`config.mk`:
```
export PLATFORM = sky130hd
export DESIGN_NAME = fc_neuron_mac
export DESIGN_NICKNAME = d
export VERILOG_FILES = /design/src/rtl/fc_neuron_mac.sv
export SDC_FILE = /design/constraint.sdc
export NUM_CORES = 1
export LEC_CHECK = 0
export BUFFER_PORTS_ARGS = -buffer_cell sky130_fd_sc_hd__buf_2
export CORE_MARGIN = 4
export CORE_UTILIZATION = 30
export CTS_CLUSTER_SIZE = 16
export DETAILED_ROUTE_END_ITERATION = 8
export PLACE_DENSITY = 0.52
export SETUP_SLACK_MARGIN = 0.3
export SYNTH_ARGS = -nofsm -noshare
export SYNTH_HDL_FRONTEND = slang
export SYNTH_SLANG_ARGS = --single-unit
```
`constraint.sdc`:
```
create_clock -name clk -period 7.2 [get_ports clk]
set_input_delay 1.44 -clock clk [delete_from_list [all_inputs] [get_ports clk]]
set_output_delay 1.44 -clock clk [all_outputs]
set_load 0.005 [all_outputs]
```
`src/rtl/fc_neuron_mac.sv`:
```
// fc_neuron_mac
//   Single-neuron multiply-accumulate stage of the fully connected layer.
//   A start pulse latches the bias. N_INPUTS (activation, weight) beats are then
//   accumulated at full precision. The sum is rescaled back to Q(WIDTH-FRAC).FRAC,
//   saturated, and handed to the downstream relu stage over valid/ready.
//
// Ports
//   clk, rst_n            clock, asynchronous active-low reset
//   start, bias           start pulse (honoured only in IDLE); bias is sampled with it
//   in_valid, in_ready    input beat handshake for data_in / weight_in
//   data_in, weight_in    signed activation and weight
//   out_valid, out_ready  result handshake for data_out
//   data_out              signed saturated pre-activation sum
//   busy                  high whenever the FSM is not in IDLE
//   state_dbg             current FSM state (IDLE=0, ACC=1, SCALE=2, DONE=3)
//
// Handshake rule: a transfer occurs on a rising edge where valid and ready are
// both high. A source holds valid and its payload stable until that edge.
// Ready never depends combinationally on valid.
module fc_neuron_mac #(
  parameter int WIDTH    = 16,
  parameter int FRAC     = 8,
  parameter int N_INPUTS = 64,
  parameter int ACC_W    = 40
) (
  input  logic                    clk,
  input  logic                    rst_n,
  input  logic                    start,
  input  logic signed [WIDTH-1:0] bias,
  input  logic                    in_valid,
  output logic                    in_ready,
  input  logic signed [WIDTH-1:0] data_in,
  input  logic signed [WIDTH-1:0] weight_in,
  output logic                    out_valid,
  input  logic                    out_ready,
  output logic signed [WIDTH-1:0] data_out,
  output logic                    busy,
  output logic [1:0]              state_dbg
);

  localparam int CNT_W = (N_INPUTS > 1) ? $clog2(N_INPUTS) : 1;

  localparam logic [1:0] S_IDLE  = 2'd0;
  localparam logic [1:0] S_ACC   = 2'd1;
  localparam logic [1:0] S_SCALE = 2'd2;
  localparam logic [1:0] S_DONE  = 2'd3;

  // Saturation bounds of the WIDTH-bit result, expressed at accumulator width.
  localparam logic signed [ACC_W-1:0] SAT_MAX =
    {{(ACC_W-WIDTH+1){1'b0}}, {(WIDTH-1){1'b1}}};
  localparam logic signed [ACC_W-1:0] SAT_MIN =
    {{(ACC_W-WIDTH+1){1'b1}}, {(WIDTH-1){1'b0}}};

  localparam logic [CNT_W-1:0] LAST_BEAT = CNT_W'(N_INPUTS - 1);

  logic [1:0]               state;
  logic signed [ACC_W-1:0]  acc;
  logic [CNT_W-1:0]         count;

  logic signed [2*WIDTH-1:0] prod;
  logic signed [ACC_W-1:0]   prod_ext;
  logic signed [ACC_W-1:0]   bias_ext;
  logic signed [ACC_W-1:0]   scaled;
  logic signed [WIDTH-1:0]   sat_val;

  // The bias is aligned to the product's 2*FRAC fractional bits. This lets
  // bias and products share one accumulator without any intermediate rounding.
  always_comb begin
    prod     = data_in * weight_in;
    prod_ext = ACC_W'(prod);
    bias_ext = ACC_W'(bias) <<< FRAC;
    // Arithmetic shift drops FRAC fractional bits and rounds toward -inf.
    scaled   = acc >>> FRAC;
    sat_val  = scaled[WIDTH-1:0];
    if (scaled > SAT_MAX) begin
      sat_val = SAT_MAX[WIDTH-1:0];
    end else if (scaled < SAT_MIN) begin
      sat_val = SAT_MIN[WIDTH-1:0];
    end
  end

  // in_ready and busy decode the state register only, so every output is
  // driven from flops.
  assign in_ready  = (state == S_ACC);
  assign busy      = (state != S_IDLE);
  assign state_dbg = state;

  always_ff @(posedge clk or negedge rst_n) begin
    if (!rst_n) begin
      state     <= S_IDLE;
      acc       <= '0;
      count     <= '0;
      out_valid <= 1'b0;
      data_out  <= '0;
    end else begin
      case (state)
        S_IDLE: begin
          // A beat presented together with start is not consumed, because
          // in_ready is low in IDLE.
          if (start) begin
            acc   <= bias_ext;
            count <= '0;
            state <= S_ACC;
          end
        end
        S_ACC: begin
          if (in_valid) begin
            acc   <= acc + prod_ext;
            count <= count + CNT_W'(1);
            if (count == LAST_BEAT) begin
              state <= S_SCALE;
            end
          end
        end
        S_SCALE: begin
          data_out  <= sat_val;
          out_valid <= 1'b1;
          state     <= S_DONE;
        end
        S_DONE: begin
          // data_out keeps the last result after the handshake.
          if (out_ready) begin
            out_valid <= 1'b0;
            state     <= S_IDLE;
          end
        end
        default: begin
          state <= S_IDLE;
        end
      endcase
    end
  end

endmodule

```
Yosys cells after proc, flatten, opt, wreduce, memory -nomap -nowiden
Cells that the tools add are included.
Cells by class
  muxes and demuxes: 15
  equality and inequality tests: 8
  $lt $le $gt $ge: 2
  reduce and logical (&&, ||, !) cells: 7
  multipliers: 1
  add/subtract/negate cells: 2
Operators by type and width (count)
  $mux 40: 2
  $pmux 40 s2: 1
  $add 40x32->40: 1
  $gt 32x16->1 const B: 1
  $lt 32x16->1 const B: 1
  $mul 16x16->32: 1
  $mux 16: 2
  $mux 6: 2
  $pmux 6 s2: 1
  $mux 2: 4
  $pmux 2 s4: 1
  $add 6x1->6 const B: 1
  $eq 6x6->1 const B: 1
  $ne 2x2->1 const B: 3
  $reduce_bool 2->1: 3
  $eq 2x2->1 const B: 2
  $reduce_and 4->1: 1
  $reduce_and 3->1: 1
  $eq 2x1->1 const B: 1
  $logic_not 2->1: 1
  $ne 2x1->1 const B: 1
  $pmux 1 s2: 1
  $reduce_and 2->1: 1
  $mux 1: 1
Storage, ports and cells
  flip-flop bits (word level): 65
  input bits: 53

Logic depth before layout (Yosys ltp)
  depth in word-level cells: 4
  depth in mapped cells: 24
  gate-level depth less buffers: 24

Worst setup path before layout
Ideal clock, no wire load.
  path kind: input -> register
  start: input port data_in[15]
  end: register acc[39]
  data arrival time: 7255 ps
  data required time: 7074 ps
  slack: -181 ps
  cell stages on the path: 23
  path through: clkbuf_1 nand2_1 inv_1 fa_1 fa_1 inv_1 fa_1 inv_1 fa_1 fa_1 inv_1 fa_1 inv_1 ha_1 a21o_1 a21o_1 a21oi_1 nor2_1 a211oi_1 o311ai_1 a31oi_1 xnor2_1 a221o_1
On the way
  cells in the longest elaborated chain, start to end: 4
RTL lines
  start: declaration: RTL line 32  | input logic signed [WIDTH-1:0] data_in,
  $mul 16x16->32: RTL line 69  | prod = data_in * weight_in;
  $add 40x32->40: RTL line 108  | acc <= acc + prod_ext;
  $mux 40: RTL line 107  | if (in_valid) begin
  $pmux 40 s2: RTL line 96  | case (state)
  end signal: assignment: RTL line 101  | acc <= bias_ext;
  end signal: assignment: RTL line 108
  end: declaration: RTL line 57  | logic signed [ACC_W-1:0] acc;
No other way between the ends. The select of a mux whose other input is x is not followed.
A chain may end at the register's enable or synchronous reset.

Final worst setup path
  start: input port weight_in[6]
  end: register acc[32]
On the way
  cells in the longest elaborated chain, start to end: 4
RTL lines
  start: declaration: RTL line 33  | input logic signed [WIDTH-1:0] weight_in,
  $mul 16x16->32: RTL line 69
  $add 40x32->40: RTL line 108
  $mux 40: RTL line 107
  $pmux 40 s2: RTL line 96
No other way between the ends. The select of a mux whose other input is x is not followed.

==> qor_table.md <==
| Stage | Quantity | This run |
| --- | --- | --- |
| run status | Result of the run | complete, no violations |
| logic synthesis | Cell count after synthesis | 1,618 |
| sta | Number of setup violations in the final report | 0 |
| route | Final routed wire length divided by cell count | 15.4 µm |
| sta | Slew headroom | 40.8% |
| placement | Placed cell area | 17,300 µm² |
| logic synthesis | Register bit count reported by yosys | 65 |
| logic synthesis | Number of enable flip-flop cells after synthesis | 0 |
| layout | Fraction of layout cells with a size suffix above 1 | 19.6% |
| setup path | Critical-path cell with the highest stage delay | fa_1 |
| hold path | Class of the most critical hold timing path | reg -> reg |
| clock network | Maximum level of the CTS H-tree | 3 |
| clock network | Clk pin slew, worst setup/hold paths | 60 ps |
| route | Number of antenna-violating nets in the routed design | 0 |
| logic synthesis | Netlist Area Pre-Place | 15,100 µm² |
| route | Vias per Instance | 4.52 |
| logic synthesis | Top cells by area in the synthesized netlist | fa_1 44%, dfrtp_1 11%, inv_1 11%, ha_1 10%, and2_1 4.7% |
| setup path | Path length in cells of the critical path | 23 |
| layout | Area growth from synthesis to layout | 21.6% |
| floorplan | Chip Height | 232 µm |
| logic synthesis | Fraction of the yosys area taken by sequential cells | 10.8% |
| grt | Via count of the first global-routing pass | 12,400 |
| floorplan | DIE WIDTH | 232 µm |
| sta | Final critical-path required period | 6740 ps |
| floorplan | Area of the core | 49,400 µm² |
| sta | FMAX | 0.148 GHz |
| logic synthesis | Post-synth ARST share | 100% |
| hold path | Hold path startpoint | data_out[15] |
| clock network | Clk sink count | 65 |
| sta | Worst-Margin Slew | 889 ps |
| setup path | Internal reg-to-reg setup slack | 2110 ps |
| floorplan | Top-Level Pins | 74 |
| placement | Placer congestion estimate | 0.866 |
| floorplan | Die Outline Area | 53,900 µm² |
| setup path | Reg2Reg Launch Point | acc[15] |
| setup path | Capturing element of the worst setup path | acc[32] |
| sta | RSZ-0062 raised after global routing | true |
| logic synthesis | Average cell area after synthesis | 9.32 µm² |
| sta | Total count of max-transition violations in the final report | 0 |
| setup path | Kind of cell with the highest combined delay on the critical path | adder cells |
| setup path | Kind of start point of the critical path | primary input |
| floorplan | Number of cell rows | 81 |
| setup path | Required time of the critical path | 7460 ps |
| setup path | R2R Path End | acc[32] |
| grt | Maximum number of pins on one net before global-route repair | 66 |
| setup path | Startpoint-to-endpoint class of the critical path | in -> reg |
| setup path | Delay of the slowest cell on the worst path | 540 ps |
| logic synthesis | Multiplexer share of the synthesized area | 0.141% |
| setup path | Critical path, cell by cell | buf_6, and2_1, fa_1, inv_1, fa_1, fa_1, inv_1, fa_2, fa_1, inv_1, fa_1, inv_1, ha_2, nand3_4, nor3_4, nor3_1, a21oi_2, nand2_2, buf_4, o311ai_2, a21oi_1, xor2_1, o21ai_1 |
| logic synthesis | Combinational family with the most area after synthesis | adder cells |
| logic synthesis | Share of the synthesized area in compound gates (AO/OA/AOI/OAI) | 8.51% |
| logic synthesis | Cell type with the largest total area after synthesis | fa_1 |
| setup path | Peak fanout along the critical path | 10 |
| sta | Fin Clk Skew | 10.3 ps |
| logic synthesis | Syn Nets | 2,122 |
| setup path | Critical path buffer and inverter count | 6 |
| clock network | Buffer depth of the longest clock path | 2 |
| logic synthesis | Top cell type's share of synthesized area | 43.8% |
| grt | Global-route usage over all layers | 14.9% |
| clock network | Clock latency at the later pin of the worst-skew pair | 330 ps |
| route | Number of DRC markers in iteration 0 | 410 |
| logic synthesis | Count leader, synth | inv_1 |
| logic synthesis | Area share of xor/xnor cells in the synthesized design | 2.50% |
| sta | Count of final hold-check violations | 0 |
| route | First-pass iteration count of the detailed router | 5 |
| setup path | Worst path most repeated cell | fa_1 |
| layout | Final net count | 2,316 |
| setup path | Worst setup path start | weight_in[6] |
| logic synthesis | Cell types with the highest counts after synthesis | 433 x inv_1, 330 x fa_1, 159 x nand2_1, 121 x ha_1, 114 x and2_1 |
| route | Overall routed net length | 38,300 µm |
| layout | Post-route cell area | 18,300 µm² |
| route | Via count | 11,200 |
| logic synthesis | Simple-gate share of the synthesized area | 12.0% |
| grt | Remaining Overflow, GRT | 0 |
| setup path | Depth of the worst register-to-register path | 20 |
| grt | Wire length of the first global-routing pass | 65,200 µm |
| logic synthesis | Netlist cell types | 59 |
| clock network | Hold Buf Count CTS | 0 |
| setup path | Arrival time at the worst endpoint | 6990 ps |
| sta | Setup TNS | 0 ps |
| sta | Tcrit/Tclk final | 93.6% |
| placement | PortBufs | 73 |
| clock network | CTS Root Buffer Type | clkbuf_16 |
| logic synthesis | Fraction of the mapped netlist area in adder cells | 53.8% |
| route | DRC violations left | 0 |
| grt | Antenna violations before repair | 1 |
| run | Max_cap viols | 0 |
| floorplan | Initial core utilization | 30.6% |
| clock network | Total CTS buffers | 9 |
| clock network | TritonCTS clock tree | built |
| logic synthesis | Number of warnings issued by yosys | 0 |
| placement | HPWL after detailed placement | 33,700 µm |
| setup path | Endpoint type of the worst setup path | register |
| logic synthesis | Top_reg_cell synth | dfrtp_1 |
flip-flops by register name (all words and copies together) (netlist names):
signal,cells
out_valid,1
state_dbg,2
data_out,16
acc,40
count,6
per-layer routing:
metal	routed length [µm]	vias up	GRT usage [%]
met4	444	0	1.96
li1	-	5250	-
met2	19900	139	26.4
met1	17000	5814	20.2
met3	920	28	1.46
met5	0	-	0
area by class of cell:
| cell class | instances | area (µm²) |
|---|---|---|
| diodes | 1 | 2.50 |
| clock buffers | 9 | 225 |
| clock inverters | 7 | 46.3 |
| fillers | 5024 | 31000 |
| inverters | 433 | 1630 |
| multi-input cells | 1066 | 12100 |
| flip-flops and latches | 65 | 1630 |
| well taps | 664 | 831 |
| repair buffers | 237 | 1840 |
worst min-delay path: stages (launching register included):
cell and delay (ps):
dfrtp_1 340, nor2_1 40, nor2_1 90
cell families after synthesis:
kind of cell / count (synthesis)
AOI/OAI and AO/OA: 193
xor gates and xnor gates: 43
adders and majority gates: 451
buffers and inverters: 487
DFF: 65
muxes: 2
and+or+nand+nor: 377
worst min path at each step:
stage | end | slack (ps) | depth (start not counted)
final | data_out[15] | 510 | 2
after global routing | data_out[15] | 550 | 2
after CTS | data_out[15] | 510 | 2
after detailed placement | data_out[15] | 500 | 2
after global placement | data_out[15] | 500 | 2
after floorplan | acc[5] | 460 | 2
placed cells by master, fill, tap and decap left out, drive strengths merged, types with 4 or more instances in the layout:
master and instances:
nor2 51, dfrtp 65, nand2 159, a211oi 6
nand4 10, o21ai 52, xor2 18, and3 10
o22ai 17, a31oi 7, a21oi 47, a21o 14
inv 434, ha 121, xnor2 25, o31ai 5
nand3 13, clkbuf 12, buf 234, nor3 6
a21boi 4, nor4 4, fa 330, and2 114
a22oi 14, nand2b 4, a22o 6
per-stage QoR:
stage          hold WS (ps)  utilization, %  worst slack (ps)  cells
2_1_floorplan           456               -               292   1618
3_3_place_gp            496            35.1              -165   2456
3_5_place_dp            499            35.1              -244   2456
4_1_cts                 513            36.0               265   2475
5_1_grt                 550            37.2               274   2482
6_report                509            37.2               462   2482
repair_timing:
item | in CTS | in global routing
setup buffers | 3 | 6
pin swaps | 10 | 62
endpoints found under the setup margin | 14 | 19
gates resized for setup | 36 | 128
Power is left out: the tool's default activity adds up to more than one toggle a clock period on the data nets, which glitch-free logic cannot reach.
